$ cat config.mk
export PLATFORM = sky130hd
export DESIGN_NAME = pbs_turn_ctrl_flat
export DESIGN_NICKNAME = d
export VERILOG_FILES = /design/src/rtl/pbs_turn_ctrl_pkg.sv /design/src/rtl/pbs_turn_ctrl_if.sv /design/src/rtl/pbs_turn_ctrl_edge_det.sv /design/src/rtl/pbs_turn_ctrl.sv /design/src/flat_wrapper.sv
export SDC_FILE = /design/constraint.sdc
export NUM_CORES = 1
export LEC_CHECK = 0
export ABC_AREA = 1
export BUFFER_PORTS_ARGS = -buffer_cell sky130_fd_sc_hd__buf_2
export CAP_MARGIN = 20
export CORE_AREA = 3 3 47 49
export CTS_CLUSTER_DIAMETER = 40
export DETAILED_ROUTE_END_ITERATION = 10
export DIE_AREA = 0 0 50 52
export GPL_TIMING_DRIVEN = 0
export PLACE_DENSITY = 0.7
export SLEW_MARGIN = 5
export SYNTH_ARGS = -nofsm -noshare
export SYNTH_HDL_FRONTEND = slang
export SYNTH_HIERARCHICAL = 1
export SYNTH_SLANG_ARGS = --single-unit
$ cat constraint.sdc
create_clock -name clk -period 1.3 [get_ports clk]
set_input_delay 0.195 -clock clk [delete_from_list [all_inputs] [get_ports clk]]
set_output_delay 0.195 -clock clk [all_outputs]
set_load 0.05 [all_outputs]
$ cat src/rtl/pbs_turn_ctrl_pkg.sv
// Shared types and constants for the battle turn controller (package pbs_pkg).
package pbs_pkg;

  localparam int HP_W_DEF = 5;

  localparam logic ACTR_PLAYER = 1'b0;
  localparam logic ACTR_AI     = 1'b1;
  localparam logic TGT_PLAYER  = 1'b0;
  localparam logic TGT_AI      = 1'b1;

  typedef enum logic [3:0] {
    S_IDLE,
    S_P_WAIT,
    S_P_SETTLE,
    S_P_APPLY,
    S_P_CHECK,
    S_AI_ROLL,
    S_AI_FREEZE,
    S_AI_SETTLE,
    S_AI_APPLY,
    S_AI_CHECK,
    S_WIN,
    S_LOSE
  } state_t;

  function automatic int max2(input int a, input int b);
    return (a > b) ? a : b;
  endfunction

endpackage

$ cat src/rtl/pbs_turn_ctrl_if.sv
// Control/readback bundle between the turn controller (master) and the battle datapath (slave).
interface pbs_turn_ctrl_if #(parameter int HP_W = 5);
  logic            actr;
  logic            target;
  logic            app_dmg;
  logic            stop;
  logic            dp_rst_n;
  logic [HP_W-1:0] p_hp;
  logic [HP_W-1:0] ai_hp;
  logic [HP_W-1:0] accu;
  logic [HP_W-1:0] acc_roll;

  modport master (
    output actr, target, app_dmg, stop, dp_rst_n,
    input  p_hp, ai_hp, accu, acc_roll
  );

  modport slave (
    input  actr, target, app_dmg, stop, dp_rst_n,
    output p_hp, ai_hp, accu, acc_roll
  );
endinterface

$ cat src/rtl/pbs_turn_ctrl_edge_det.sv
// One-bit rising-edge detector (module pbs_edge_det); one pulse per low-to-high transition.
module pbs_edge_det (
  input  logic clk,
  input  logic rst,
  input  logic d,
  output logic rise
);
  logic q;

  always_ff @(posedge clk) begin
    if (!rst) q <= 1'b0;
    else      q <= d;
  end

  assign rise = d & ~q;
endmodule

$ cat src/rtl/pbs_turn_ctrl.sv
// Turn sequencer for the battle datapath: player turn, AI roll/freeze, damage apply, KO check.
// Optional accuracy check enabled by defining PBS_MISS_CHECK_EN.
module pbs_turn_ctrl
  import pbs_pkg::*;
#(
  parameter int HP_W        = HP_W_DEF,
  parameter int SETTLE      = 2,
  parameter int ROLL_CYCLES = 8
) (
  input  logic              clk,
  input  logic              rst,
  input  logic              go,
  pbs_turn_ctrl_if.master   dp,
  output logic              busy,
  output logic              game_over,
  output logic              winner,
  output logic              miss
);

  localparam int CNT_MAX = max2(SETTLE, ROLL_CYCLES);
  localparam int CNT_W   = (CNT_MAX < 2) ? 1 : $clog2(CNT_MAX + 1);
  localparam logic [HP_W-1:0] HP_ZERO = '0;

  state_t           state, state_n;
  logic [CNT_W-1:0] cnt, cnt_n;
  logic             go_rise;
  logic             apply;
  logic             hit;

  pbs_edge_det u_go_edge (
    .clk  (clk),
    .rst  (rst),
    .d    (go),
    .rise (go_rise)
  );

  always_ff @(posedge clk) begin
    if (!rst) begin
      state <= S_IDLE;
      cnt   <= '0;
    end else begin
      state <= state_n;
      cnt   <= cnt_n;
    end
  end

  // Each wait state lasts exactly its count in cycles; a zero count skips it entirely.
  always_comb begin
    state_n     = state;
    cnt_n       = cnt;
    apply       = 1'b0;
    dp.actr     = ACTR_PLAYER;
    dp.target   = TGT_AI;
    dp.stop     = 1'b1;
    dp.dp_rst_n = 1'b1;
    busy        = 1'b1;
    game_over   = 1'b0;
    winner      = 1'b0;
    unique case (state)
      S_IDLE: begin
        dp.dp_rst_n = 1'b0;
        busy        = 1'b0;
        if (go_rise) state_n = S_P_WAIT;
      end
      S_P_WAIT: begin
        dp.stop = 1'b0;
        busy    = 1'b0;
        if (go_rise) begin
          state_n = (SETTLE == 0) ? S_P_APPLY : S_P_SETTLE;
          cnt_n   = CNT_W'(SETTLE);
        end
      end
      S_P_SETTLE: begin
        if (cnt <= CNT_W'(1)) state_n = S_P_APPLY;
        else                  cnt_n   = cnt - CNT_W'(1);
      end
      S_P_APPLY: begin
        apply   = 1'b1;
        state_n = S_P_CHECK;
      end
      S_P_CHECK: begin
        if (dp.ai_hp == HP_ZERO) state_n = S_WIN;
        else begin
          state_n = (ROLL_CYCLES == 0) ? S_AI_FREEZE : S_AI_ROLL;
          cnt_n   = CNT_W'(ROLL_CYCLES);
        end
      end
      S_AI_ROLL: begin
        dp.stop = 1'b0;
        if (cnt <= CNT_W'(1)) state_n = S_AI_FREEZE;
        else                  cnt_n   = cnt - CNT_W'(1);
      end
      S_AI_FREEZE: begin
        dp.actr = ACTR_AI;
        state_n = (SETTLE == 0) ? S_AI_APPLY : S_AI_SETTLE;
        cnt_n   = CNT_W'(SETTLE);
      end
      S_AI_SETTLE: begin
        dp.actr   = ACTR_AI;
        dp.target = TGT_PLAYER;
        if (cnt <= CNT_W'(1)) state_n = S_AI_APPLY;
        else                  cnt_n   = cnt - CNT_W'(1);
      end
      S_AI_APPLY: begin
        dp.actr   = ACTR_AI;
        dp.target = TGT_PLAYER;
        apply     = 1'b1;
        state_n   = S_AI_CHECK;
      end
      S_AI_CHECK: begin
        state_n = (dp.p_hp == HP_ZERO) ? S_LOSE : S_P_WAIT;
      end
      S_WIN: begin
        busy      = 1'b0;
        game_over = 1'b1;
        if (go_rise) state_n = S_IDLE;
      end
      S_LOSE: begin
        busy      = 1'b0;
        game_over = 1'b1;
        winner    = 1'b1;
        if (go_rise) state_n = S_IDLE;
      end
      default: state_n = S_IDLE;
    endcase
  end

  assign dp.app_dmg = apply & hit;

`ifdef PBS_MISS_CHECK_EN
  logic miss_q;

  assign hit = (dp.accu >= dp.acc_roll);

  // Miss flag is only re-evaluated on an apply cycle, so it survives the rest of the turn.
  always_ff @(posedge clk) begin
    if (!rst)       miss_q <= 1'b0;
    else if (apply) miss_q <= ~hit;
  end

  assign miss = miss_q;
`else
  logic unused_acc;

  assign hit        = 1'b1;
  assign miss       = 1'b0;
  assign unused_acc = ^{dp.accu, dp.acc_roll};
`endif

endmodule

$ cat src/flat_wrapper.sv
// flat-port wrapper written by rule: the top's interface ports become plain ports
module pbs_turn_ctrl_flat import pbs_pkg::*;
#(
  parameter int HP_W        = HP_W_DEF,
  parameter int SETTLE      = 2,
  parameter int ROLL_CYCLES = 8
)
  (clk, rst, go, busy, game_over, winner, miss, dp_actr, dp_target, dp_app_dmg, dp_stop, dp_dp_rst_n, dp_p_hp, dp_ai_hp, dp_accu, dp_acc_roll);
  pbs_turn_ctrl_if #(.HP_W(HP_W)) dp_i ();
  input  logic clk;
  input  logic rst;
  input  logic go;
  output logic busy;
  output logic game_over;
  output logic winner;
  output logic miss;
  output wire logic [$bits(dp_i.actr)-1:0] dp_actr;
  output wire logic [$bits(dp_i.target)-1:0] dp_target;
  output wire logic [$bits(dp_i.app_dmg)-1:0] dp_app_dmg;
  output wire logic [$bits(dp_i.stop)-1:0] dp_stop;
  output wire logic [$bits(dp_i.dp_rst_n)-1:0] dp_dp_rst_n;
  input wire logic [$bits(dp_i.p_hp)-1:0] dp_p_hp;
  input wire logic [$bits(dp_i.ai_hp)-1:0] dp_ai_hp;
  input wire logic [$bits(dp_i.accu)-1:0] dp_accu;
  input wire logic [$bits(dp_i.acc_roll)-1:0] dp_acc_roll;
  assign dp_actr = dp_i.actr;
  assign dp_target = dp_i.target;
  assign dp_app_dmg = dp_i.app_dmg;
  assign dp_stop = dp_i.stop;
  assign dp_dp_rst_n = dp_i.dp_rst_n;
  assign dp_i.p_hp = dp_p_hp;
  assign dp_i.ai_hp = dp_ai_hp;
  assign dp_i.accu = dp_accu;
  assign dp_i.acc_roll = dp_acc_roll;
  pbs_turn_ctrl #(.HP_W(HP_W), .SETTLE(SETTLE), .ROLL_CYCLES(ROLL_CYCLES)) u_core (.clk(clk), .rst(rst), .go(go), .dp(dp_i), .busy(busy), .game_over(game_over), .winner(winner), .miss(miss));
endmodule
**Word level (Yosys, flattened, before mapping)**

Index checks and enable logic that the tools add are counted.

- Flip-flop bits (word level): 9
- Bits of input ports: 23
- Output and inout port bits: 9
- Logic and storage cells: 59

- $add $sub $neg: 1
- Magnitude comparators: 1
- Equal/unequal tests: 19
- Mux-type cells: 20
- Bitwise gates (word level): 2
- Reductions and logical operators: 13

Operator list:

| cell | number |
|---|---|
| case mux 4 bit (11 select lines) | 1 |
| two-way mux 4 bit | 10 |
| equality test 4 x 3 -> 1 bit (second input constant) | 4 |
| equality test 4 bit (second input constant) | 4 |
| case mux 4 bit (4 select lines) | 1 |
| != test 2 x 1 -> 1 bit (second input constant) | 6 |
| zero test 5 bit | 2 |
| equality test 4 x 2 -> 1 bit (second input constant) | 2 |
| two-way mux 1 bit | 8 |
| OR reduction 2 bit | 4 |
| AND reduction 6 bit | 1 |
| OR reduction 3 bit | 2 |
| equality test 4 x 1 -> 1 bit (second input constant) | 1 |
| less-or-equal comparator 4 x 1 -> 1 bit (second input constant) | 1 |
| zero test 4 bit | 1 |
| != test 2 bit (second input constant) | 2 |
| AND reduction 4 bit | 1 |
| nonzero test 4 bit | 1 |
| OR reduction 4 bit | 1 |
| subtractor 4 x 1 -> 4 bit (second input constant) | 1 |
| bitwise AND 1 bit | 1 |
| inverter 1 bit | 1 |

**Logic depth before layout (Yosys ltp)**

Gate-level depths: netlist (run 1).

- Depth after elaboration: 4
- Depth in mapped cells: 11
- Gate-level depth less buffers: 10

**Hierarchy**

Netlist (run 1), hierarchy kept.

Modules (own cells, without submodules):

| module | instances | cells each | area an instance (um2) | sequential area each (um2) |
|---|---|---|---|---|
| pbs_turn_ctrl | 1 | 130 | 737.0 | 160.2 |
| pbs_edge_det | 1 | 5 | 37.5 | 20.0 |

**Least setup slack after synthesis (run 1)**

OpenSTA, ideal clock, no wires.

- Path type: register -> output
- Start: register u_core.state[1]
- End: output dp_actr
- Data arrival time: 1.446 ns
- Required time: 1.105 ns
- Slack: -0.341 ns
- Cell stages (with the launch flop): 8
- Buffers on the path: 1
- Path through: dfxtp_1 buf_4 nand2_1 inv_1 nand2_2 nand2_1 inv_1 nand2_1

- Cells in the longest elaborated chain, start to end: 3
- Elaborated cells between the ends (all ways): 5
- Those cells by class: eq/ne (3); mux (1); reduce/logical (1)

RTL lines:

| what | line | RTL |
|---|---|---|
| start: declaration | pbs_turn_ctrl.sv:24 | `state_t state, state_n;` |
| start signal: assignment | pbs_turn_ctrl.sv:42 | `state <= state_n;` |
| equality test 4 x 3 -> 1 bit or equality test 4 bit (tied branches) | pbs_turn_ctrl.sv:59 | `unique case (state)` |
| OR reduction 3 bit (no line) (*) | -- |  |
| two-way mux 1 bit (*) | pbs_turn_ctrl.sv:59 |  |
| end: declaration | flat_wrapper.sv:17 | `output wire logic [$bits(dp_i.actr)-1:0] dp_actr;` |

Mark *: on every way between the ends. The rest lies on a longest branch, timed or not.

**Final worst setup path (run 1)**

- Start: register u_core.state[2]
- End: output busy

- Cells in the longest elaborated chain, start to end: 3
- Elaborated cells between the ends (all ways): 6
- Those cells by class: eq/ne (3); mux (1); reduce/logical (2)

RTL lines:

| what | line | RTL |
|---|---|---|
| equality test 4 x 1 -> 1 bit, or another cell as far along | pbs_turn_ctrl.sv:59 |  |
| OR reduction 4 bit (no line) (*) | -- |  |
| two-way mux 1 bit (*) | pbs_turn_ctrl.sv:59 |  |
| end: declaration | flat_wrapper.sv:13 | `output logic busy;` |

Marks and branches as above.

==> results of run 1 <==
-- report_power, final --
| part | internal [mW] | switching [mW] |
|---|---|---|
| Combinational | 0.287 | 0.401 |
| Clock | 0.118 | 0.0860 |
| Sequential | 0.315 | 0.0456 |
| Total | 0.719 | 0.533 |
-- registers in the layout, summed over array words and instances (netlist names) --
register	cells
u_core/u_go_edge/q	1
u_core/state	4
u_core/cnt	4
-- how the worst max path moves through the flow --
stage	slack, ns	start	endpoint
floorplan	-0.12	u_core/state[2]	dp_actr
global placement	-0.13	u_core/state[1]	u_core/state[1]
detailed placement	-0.16	u_core/cnt[0]	u_core/state[3]
CTS	-0.21	u_core/state[1]	dp_actr
global route	-0.28	u_core/state[2]	u_core/cnt[1]
finish	-0.27	u_core/state[2]	busy
-- layer usage --
layer | global-route usage, % | routed length [um] | vias to the layer above
met4 | 10.6 | 50 | 0
met3 | 2.01 | 76 | 6
met5 | 0 | 0 | -
met1 | 17.6 | 962 | 437
met2 | 30.7 | 1190 | 22
li1 | - | - | 492
-- final cells by class --
type / instances / area (um^2) / share of cell area (%)
multi-input cells: 99 / 618 / 48.9
repair buffers: 36 / 270 / 21.4
flip-flops and latches: 9 / 194 / 15.3
inverters: 25 / 103 / 8.12
well taps: 27 / 33.8 / 2.67
clock buffers: 4 / 26.3 / 2.08
plain buffers: 2 / 18.8 / 1.49
-- through the flow --
stage | instances | power (mW) | setup TNS (ns)
global placement | 182 | 0.852 | -0.939
finish | 202 | 1.25 | -2.11
detailed placement | 182 | 0.865 | -1.23
floorplan | 135 | 0.763 | -0.126
global route | 202 | 1.35 | -3.08
CTS | 198 | 1.18 | -1.61
-- logic make-up after synthesis --
logic type	count (synthesis)	synth area share [%]
flip-flops	9	23.3
AO/OA/AOI/OAI	9	7.43
other	1	0.484
buffers and inverters	27	14.1
adder cells (fa/ha/maj)	2	3.23
AND/OR/NAND/NOR	87	51.5
-- placed cells by master (no fill, tap or decap), types with 4 or more instances in the layout --
| cell | instances |
|---|---|
| nor2_2 | 5 |
| nand3_1 | 7 |
| nand2_1 | 28 |
| nor2_1 | 16 |
| buf_4 | 19 |
| a21oi_1 | 4 |
| nand2_4 | 6 |
| buf_6 | 5 |
| dfxtp_1 | 4 |
| nand2_2 | 8 |
| nor2_4 | 7 |
| inv_1 | 16 |
| nand4_1 | 4 |
| inv_2 | 6 |
| buf_2 | 12 |
-- worst reg2reg max path, stage by stage (launching register included) --
cell     delay, ns
dfxtp_4       0.36
buf_4         0.15
nor2_4        0.14
buf_4         0.13
nand2_1       0.07
nor2_1        0.16
nor2_2        0.08
nand2_4       0.07
inv_2         0.06
nand3_1       0.09
nand2_1       0.05
nor2_1        0.08
-- timing repair --
action	4_1_cts	5_1_grt
hold buffers	0	0
endpoints found under the hold margin	0	0
pin swaps	8	6
endpoints found under the setup margin	16	16
setup buffers	12	4
gates resized for setup	33	12
==> qor.txt, run 1 <==
Outcome: complete, but fails checks
Failing checks: negative setup slack
Row Count: 16
Post-synth cell types: 20
# nets final: 201
# DRC: 0
Lkg Pwr: 0.673 nW
Most numerous cell in the Yosys netlist: nand2_1
Final Core Density: 66.4%
WP data arrival: 1.37 ns
Crit Path Category: reg -> out
Mean Syn Cell Area: 5.74 um^2
PD cells: 990 nW/um^2
Max Fclk: 639 MHz
Share of flip-flops with an asynchronous set or reset: 0%
Final wirelength: 2280 um
Layout Skew: 0.00558 ns
Max-Cap Viols: 0
Warnings, synthesis: 6
ANT cells: 0
CTS tree: yes
Hold crit path type: in -> reg
WHS Endpoint: u_core/u_go_edge/q
Hold Fails Final Rpt: 0
Vias: 957
Final WS setup: -0.266 ns
Share of cells above drive strength 1: 51.4%
Core box area: 1900 um^2
Initial antenna violation count: 0
Worst-path cell chain: buf_4 > nor2_1 > nand2_1 > nand2_1 > inv_2 > buf_4
Slew Limit Fails: 0
Crit Reg-Reg Endpoint: u_core/cnt[1]
Peak VDD IR: 0.864 mV
Area delta synth->final: 63.2%
Cts bufs inserted: 3
WP buf/inv: 3
Synth area leaders: dfxtp_1 (23%), nand2_1 (17%), nor2_1 (11%)
Antenna-violating nets left: 0
Minimum clock period: 1.57 ns
Share of the synthesized area in the top cell type: 23.3%
RSZ-0062 raised after global routing: true
Die Span Y: 52 um
Syn nets: 160
Root buf cell: clkbuf_4
DR vias/cell: 4.74
Ports: 32
Sink Count: 9
Post-synth EDFFs: 0
Full die area: 2600 um^2
Critical path's largest stage delay: 0.36 ns
Worst path depth: 6
R2r setup slk: -0.19 ns
Clock-pin slew on the worst setup and hold paths: 0.05 ns
# setup viols final: 16
Initial Utilization: 40.7%
Worst path required time: 1.11 ns
Post-synthesis instance total: 135
Vias in the first global route: 844
Chip width: 50 um
Fin crit share: 120%
Drt initial violations: 14
H-Tree Depth: 1
Hold_sp: go
Clk buf depth: 2
Number of port buffers: 20
Critical R2R Launch: u_core/state[2]
First-pass GRT wire length: 3290 um
1st-pass router iterations: 4
Slowest stage cell, crit path: dfxtp_4
Clock Latency Late Sink: 0.26 ns
Crit path max-delay family: buffers and inverters
Post-DP Area: 977 um^2
Top FF cell, synth: dfxtp_1
Kind of start point of the critical path: flip-flop
Routability Congestion: 0.846
Sequential area share after synthesis: 23.3%
R2R depth: 11
Critical Path Sink Type: primary output
Mapped cell area: 774 um^2
Flops & latches, synth: 9
Gr usage total: 16.6%
Layout fillers: 171
Final hold slack: 0.139 ns
Largest net degree at the start of global routing: 9
Hold Path Depth: 3
WL/cell: 11.3 um
Gr ovfl total: 0
Worst Path Max Fanout: 4
Finished Cell Area: 1260 um^2
Top post-synthesis cells by count: nand2_1 (36), nor2_1 (23), inv_1 (22)
Synth area leader: dfxtp_1
Post-placement setup slack: -0.164 ns
Post-DP HPWL: 1400 um
No activity file was read; power rests on OpenSTA's default activity.
==> run 2, diff against run 1 <==
--- a/config.mk
+++ b/config.mk
@@ -8,12 +8,12 @@
 export ABC_AREA = 1
 export BUFFER_PORTS_ARGS = -buffer_cell sky130_fd_sc_hd__buf_2
 export CAP_MARGIN = 20
-export CORE_AREA = 3 3 47 49
+export CORE_AREA = 3 3 45 47
 export CTS_CLUSTER_DIAMETER = 40
 export DETAILED_ROUTE_END_ITERATION = 10
-export DIE_AREA = 0 0 50 52
+export DIE_AREA = 0 0 48 50
 export GPL_TIMING_DRIVEN = 0
-export PLACE_DENSITY = 0.7
+export PLACE_DENSITY = 0.73
 export SLEW_MARGIN = 5
 export SYNTH_ARGS = -nofsm -noshare
 export SYNTH_HDL_FRONTEND = slang
==> constraint.sdc (replaced) <==
create_clock -name clk -period 1.99 [get_ports clk]
set_input_delay 0.2985 -clock clk [delete_from_list [all_inputs] [get_ports clk]]
set_output_delay 0.2985 -clock clk [all_outputs]
set_load 0.05 [all_outputs]
==> run 2 against run 1 <==
The run now ends clean. Critical path depth increased by 1. Combinational power decreased by 54%. First-iteration DRC count is 21% lower. Via count decreased by 12%. Worst setup slack better by 0.50 ns. Wire length fell by 29%. Clock skew is 0.0046 ns lower. Sequential power shrank 37%. Final cell count is 13% lower. Critical path type unchanged.
==> qor.txt, run 2 (synthesized netlist as in run 1, its figures left out) <==
Layout Skew: 0.000958 ns
Layout fillers: 192
WP data arrival: 1.46 ns
Area delta synth->final: 19.1%
Clk buf depth: 2
Setup TNS: 0 ns
Initial Utilization: 45.9%
Critical Path Sink Type: primary output
Crit Reg-Reg Endpoint: u_core/state[2]
Minimum clock period: 1.76 ns
Commonest non-fill, non-tap cells in the layout: nand2_1 (36), nor2_1 (23), inv_1 (22), buf_2 (20)
Initial antenna violation count: 0
Core box area: 1690 um^2
R2R depth: 10
Worst-path cell chain: inv_2 > nor2_2 > nand2_1 > nand2_1 > inv_1 > nand2_1 > buf_2
Vias: 841
Critical path's largest stage delay: 0.45 ns
# nets final: 185
Max Fclk: 569 MHz
Post-DP HPWL: 1380 um
Design Power: 678 uW
R2r setup slk: 0.40 ns
Multi-input logic area: 485 um^2
Largest net degree at the start of global routing: 9
Outcome: completed
Gr usage total: 15.9%
Share of cells above drive strength 1: 26.4%
Slew Limit Fails: 0
Root buf cell: clkbuf_4
Slowest stage cell, crit path: dfxtp_1
Final Core Density: 54.6%
Crit path max-delay family: flip-flops
Full die area: 2400 um^2
WL/cell: 9.19 um
Final wirelength: 1620 um
Crit Path Category: reg -> out
Post-CTS Setup Repair Bufs: 0
Clock Latency Late Sink: 0.25 ns
Gr ovfl total: 0
Hold Fails Final Rpt: 0
Peak VDD IR: 0.414 mV
Lkg Pwr: 0.527 nW
Commonest non-fill, non-tap cell in the layout: nand2_1
Row Count: 15
1st-pass router iterations: 4
WP buf/inv: 3
ANT cells: 0
Ports: 32
Most used cell, CP: nand2_1
Sink Count: 9
Worst path required time: 1.69 ns
Antenna-violating nets left: 0
Worst Path Max Fanout: 5
CTS tree: yes
Hold crit path type: in -> reg
DR vias/cell: 4.78
Fin crit share: 88.3%
Chip width: 48 um
H-Tree Depth: 1
CTS Hold Bufs: 0
Number of port buffers: 20
Clock-pin slew on the worst setup and hold paths: 0.06 ns
First-pass GRT wire length: 2860 um
Hold_sp: go
RSZ-0062 raised after global routing: false
Die Span Y: 50 um
Post-CTS Resized: 0
Hold Path Depth: 3
# DRC: 0
Vias in the first global route: 732
Cts bufs inserted: 3
Register area: 180 um^2
PD cells: 735 nW/um^2
Critical R2R Launch: u_core/cnt[0]
WHS Endpoint: u_core/u_go_edge/q
Max-Cap Viols: 0
Drt initial violations: 11
# setup viols final: 0
Kind of start point of the critical path: flip-flop
Biggest regs: u_core/cnt (4), u_core/state (4), u_core/u_go_edge/q (1)
Routability Congestion: 0.931
[run 2: worst max path at each step]
stage	startpoint	end	slack, ns	cells past startpoint
3_5_place_dp	u_core/cnt[0]	u_core/state[2]	0.43	10
5_1_grt	u_core/state[3]	dp_actr	0.06	7
2_1_floorplan	u_core/state[1]	dp_actr	0.25	7
6_report	u_core/state[3]	dp_actr	0.23	7
4_1_cts	u_core/state[3]	dp_actr	0.21	7
3_3_place_gp	u_core/cnt[0]	u_core/state[1]	0.48	10
[run 2: metal layers]
layer | track usage (%) | up-vias | wire, um
met3 | 2.19 | 2 | 132
li1 | - | 456 | -
met5 | 0 | - | 0
met2 | 22.7 | 32 | 703
met1 | 23.1 | 351 | 774
met4 | 6.73 | 0 | 6
[run 2: layout make-up]
cell class / count / area share [%]
Sequential cell: 9 / 19.5
Clock buffer: 4 / 2.85
Inverter: 25 / 10.2
Buffer: 2 / 1.63
Tap cell: 17 / 2.31
Multi-Input combinational cell: 99 / 52.6
Timing Repair Buffer: 20 / 10.9
[run 2: tightest hold or removal path, stage by stage]
cell	delay (ns)
buf_2	0.09
nand2_1	0.04
inv_1	0.04
[run 2: stage by stage]
step	instances	worst slack [ns]	cell area (um^2)	hold WS [ns]
finish	176	0.233	922	0.241
global route	176	0.0643	922	0.270
CTS	176	0.206	922	0.230
detailed placement	172	0.427	896	0.486
global placement	172	0.480	896	0.473
floorplan	135	0.246	774	0.392
[run 2: power breakdown]
group / switching [mW] / internal (mW)
registers: 0.0212 / 0.205
logic: 0.207 / 0.110
clock network: 0.0577 / 0.0769
==> run 3, diff against run 2 <==
--- a/config.mk
+++ b/config.mk
@@ -8,12 +8,12 @@
 export ABC_AREA = 1
 export BUFFER_PORTS_ARGS = -buffer_cell sky130_fd_sc_hd__buf_2
 export CAP_MARGIN = 20
-export CORE_AREA = 3 3 45 47
+export CORE_AREA = 3 3 46 48
 export CTS_CLUSTER_DIAMETER = 40
 export DETAILED_ROUTE_END_ITERATION = 10
-export DIE_AREA = 0 0 48 50
+export DIE_AREA = 0 0 49 51
 export GPL_TIMING_DRIVEN = 0
-export PLACE_DENSITY = 0.73
+export PLACE_DENSITY = 0.7
 export SLEW_MARGIN = 5
 export SYNTH_ARGS = -nofsm -noshare
 export SYNTH_HDL_FRONTEND = slang
==> run 3 against run 2 <==
Flip-flop and latch count unchanged. Combinational power about the same. Worst setup slack worse by 0.018 ns. Global-route usage is 0.099 points lower. Wire length grew 4.0%. Total power rose by 0.10%. Core utilization fell by 1.2 points. Final cell count grew 4.5%. Via count rose by 3.3%. Cell area increased by 1.1%. Clock skew grew 0.00090 ns. Critical path type unchanged. Largest cell class unchanged. Largest power group unchanged.
==> qor.txt, run 3 (synthesized netlist as in run 1, its figures left out) <==
Critical R2R Launch: u_core/cnt[1]
Cts bufs inserted: 3
Register area: 180 um^2
Clk buf depth: 2
Critical Path Sink Type: primary output
Final hold slack: 0.244 ns
Kind of start point of the critical path: flip-flop
Number of port buffers: 20
Lkg Pwr: 0.527 nW
Crit Path Category: reg -> out
Slew Limit Fails: 0
Post-DP HPWL: 1420 um
Final Core Density: 53.4%
# DRC: 0
WP data arrival: 1.48 ns
Hold Path Depth: 3
Largest net degree at the start of global routing: 9
Placed cells: 180
Layout fillers: 199
Crit Reg-Reg Endpoint: u_core/state[2]
ANT cells: 0
Root buf cell: clkbuf_4
Gr usage total: 15.8%
Switching share of power: 42.3%
Int Pwr: 392 uW
Drt initial violations: 17
Chip width: 49 um
Worst-path cell chain: inv_1 > nor2_4 > nand2_2 > nand2_1 > inv_1 > nand2_1 > buf_2
Worst path required time: 1.69 ns
Die Span Y: 51 um
Vias: 869
Final WS setup: 0.215 ns
Clock Latency Late Sink: 0.25 ns
R2r setup slk: 0.44 ns
# setup viols final: 0
Initial antenna violation count: 0
Share of cells above drive strength 1: 26.4%
PD cells: 728 nW/um^2
CTS Hold Bufs: 0
First-pass GRT wire length: 3090 um
Routability Congestion: 0.827
Max-Cap Viols: 0
Peak VDD IR: 0.430 mV
Ports: 32
Worst Path Max Fanout: 5
Area delta synth->final: 20.4%
Biggest regs: u_core/cnt (4), u_core/state (4), u_core/u_go_edge/q (1)
1st-pass router iterations: 4
WHS Endpoint: u_core/u_go_edge/q
Post-CTS Resized: 0
Gr ovfl total: 0
Critical path's largest stage delay: 0.41 ns
Hold crit path type: in -> reg
Combinational share of power: 47.1%
Setup TNS: 0 ns
Vias in the first global route: 767
Minimum clock period: 1.77 ns
Antenna-violating nets left: 0
Post-placement setup slack: 0.454 ns
WL/cell: 9.14 um
Sequential share of power: 33.4%
Full die area: 2500 um^2
Final wirelength: 1680 um
Core box area: 1750 um^2
# nets final: 185
P_sw: 287 uW
Multi-input logic area: 485 um^2
Hold Fails Final Rpt: 0
Row Count: 15
Hold_sp: go
Commonest non-fill, non-tap cell in the layout: nand2_1
CTS tree: yes
RSZ-0062 raised after global routing: false
Clock network power share: 19.5%
DR vias/cell: 4.72
Post-CTS Setup Repair Bufs: 0
Commonest non-fill, non-tap cells in the layout: nand2_1 (36), nor2_1 (23), inv_1 (22), buf_2 (20)
R2R depth: 10
Slowest stage cell, crit path: dfxtp_1
Initial Utilization: 44.4%
Fin crit share: 89.2%
Sink Count: 9
Outcome: completed
Final cell count without fillers: 184
H-Tree Depth: 1
Layout Skew: 0.00186 ns
Clock-pin slew on the worst setup and hold paths: 0.06 ns
Max Fclk: 564 MHz
[run 3: cell counts in the layout (fill, tap and decap cells not counted)]
Identical to the previous run, type by type.
[run 3: worst max-delay path, delay by kind of cell (launching register included)]
family / cells / cell delay [ns]
flops: 1 / 0.41
buf+inv: 3 / 0.41
simple gates: 4 / 0.39
[run 3: through the flow]
step | total power [mW] | cell area (um^2)
floorplan | 0.482 | 774
global placement | 0.541 | 906
detailed placement | 0.547 | 906
CTS | 0.686 | 932
global route | 0.750 | 932
finish | 0.678 | 932
[run 3: layout make-up]
| type | instances | area share (%) |
|---|---|---|
| Tap cell | 25 | 3.36 |
| Clock buffer | 4 | 2.82 |
| Timing Repair Buffer | 20 | 10.7 |
| Multi-Input combinational cell | 99 | 52.1 |
| Buffer | 2 | 1.61 |
| Inverter | 25 | 10.1 |
| Sequential cell | 9 | 19.3 |
[run 3: worst max-delay path by stage]
stage / start / to / slack (ns) / cells past startpoint
floorplan: u_core/state[1] / dp_actr / 0.25 / 7
global placement: u_core/cnt[0] / u_core/state[1] / 0.47 / 10
detailed placement: u_core/cnt[0] / u_core/state[2] / 0.45 / 10
CTS: u_core/state[3] / dp_actr / 0.19 / 7
global route: u_core/state[3] / dp_actr / 0.09 / 7
finish: u_core/state[2] / dp_actr / 0.22 / 7
[run 3: power by group through the flow]
stage | registers (mW) | clock network, mW | logic (mW)
5_1_grt | 0.231 | 0.153 | 0.367
4_1_cts | 0.225 | 0.140 | 0.321
3_3_place_gp | 0.228 | 0 | 0.312
6_report | 0.227 | 0.132 | 0.319
2_1_floorplan | 0.225 | 0 | 0.257
3_5_place_dp | 0.229 | 0 | 0.318
[run 3: layer usage]
layer / part of all wire (%) / wire length (um) / vias up / global-route usage (%)
met5: 0 / 0 / - / 0
met4: 0 / 0 / 0 / 2.84
met2: 47 / 798 / 19 / 28.1
li1: - / - / 462 / -
met3: 5.3 / 89 / 0 / 5.25
met1: 47 / 794 / 388 / 18.6
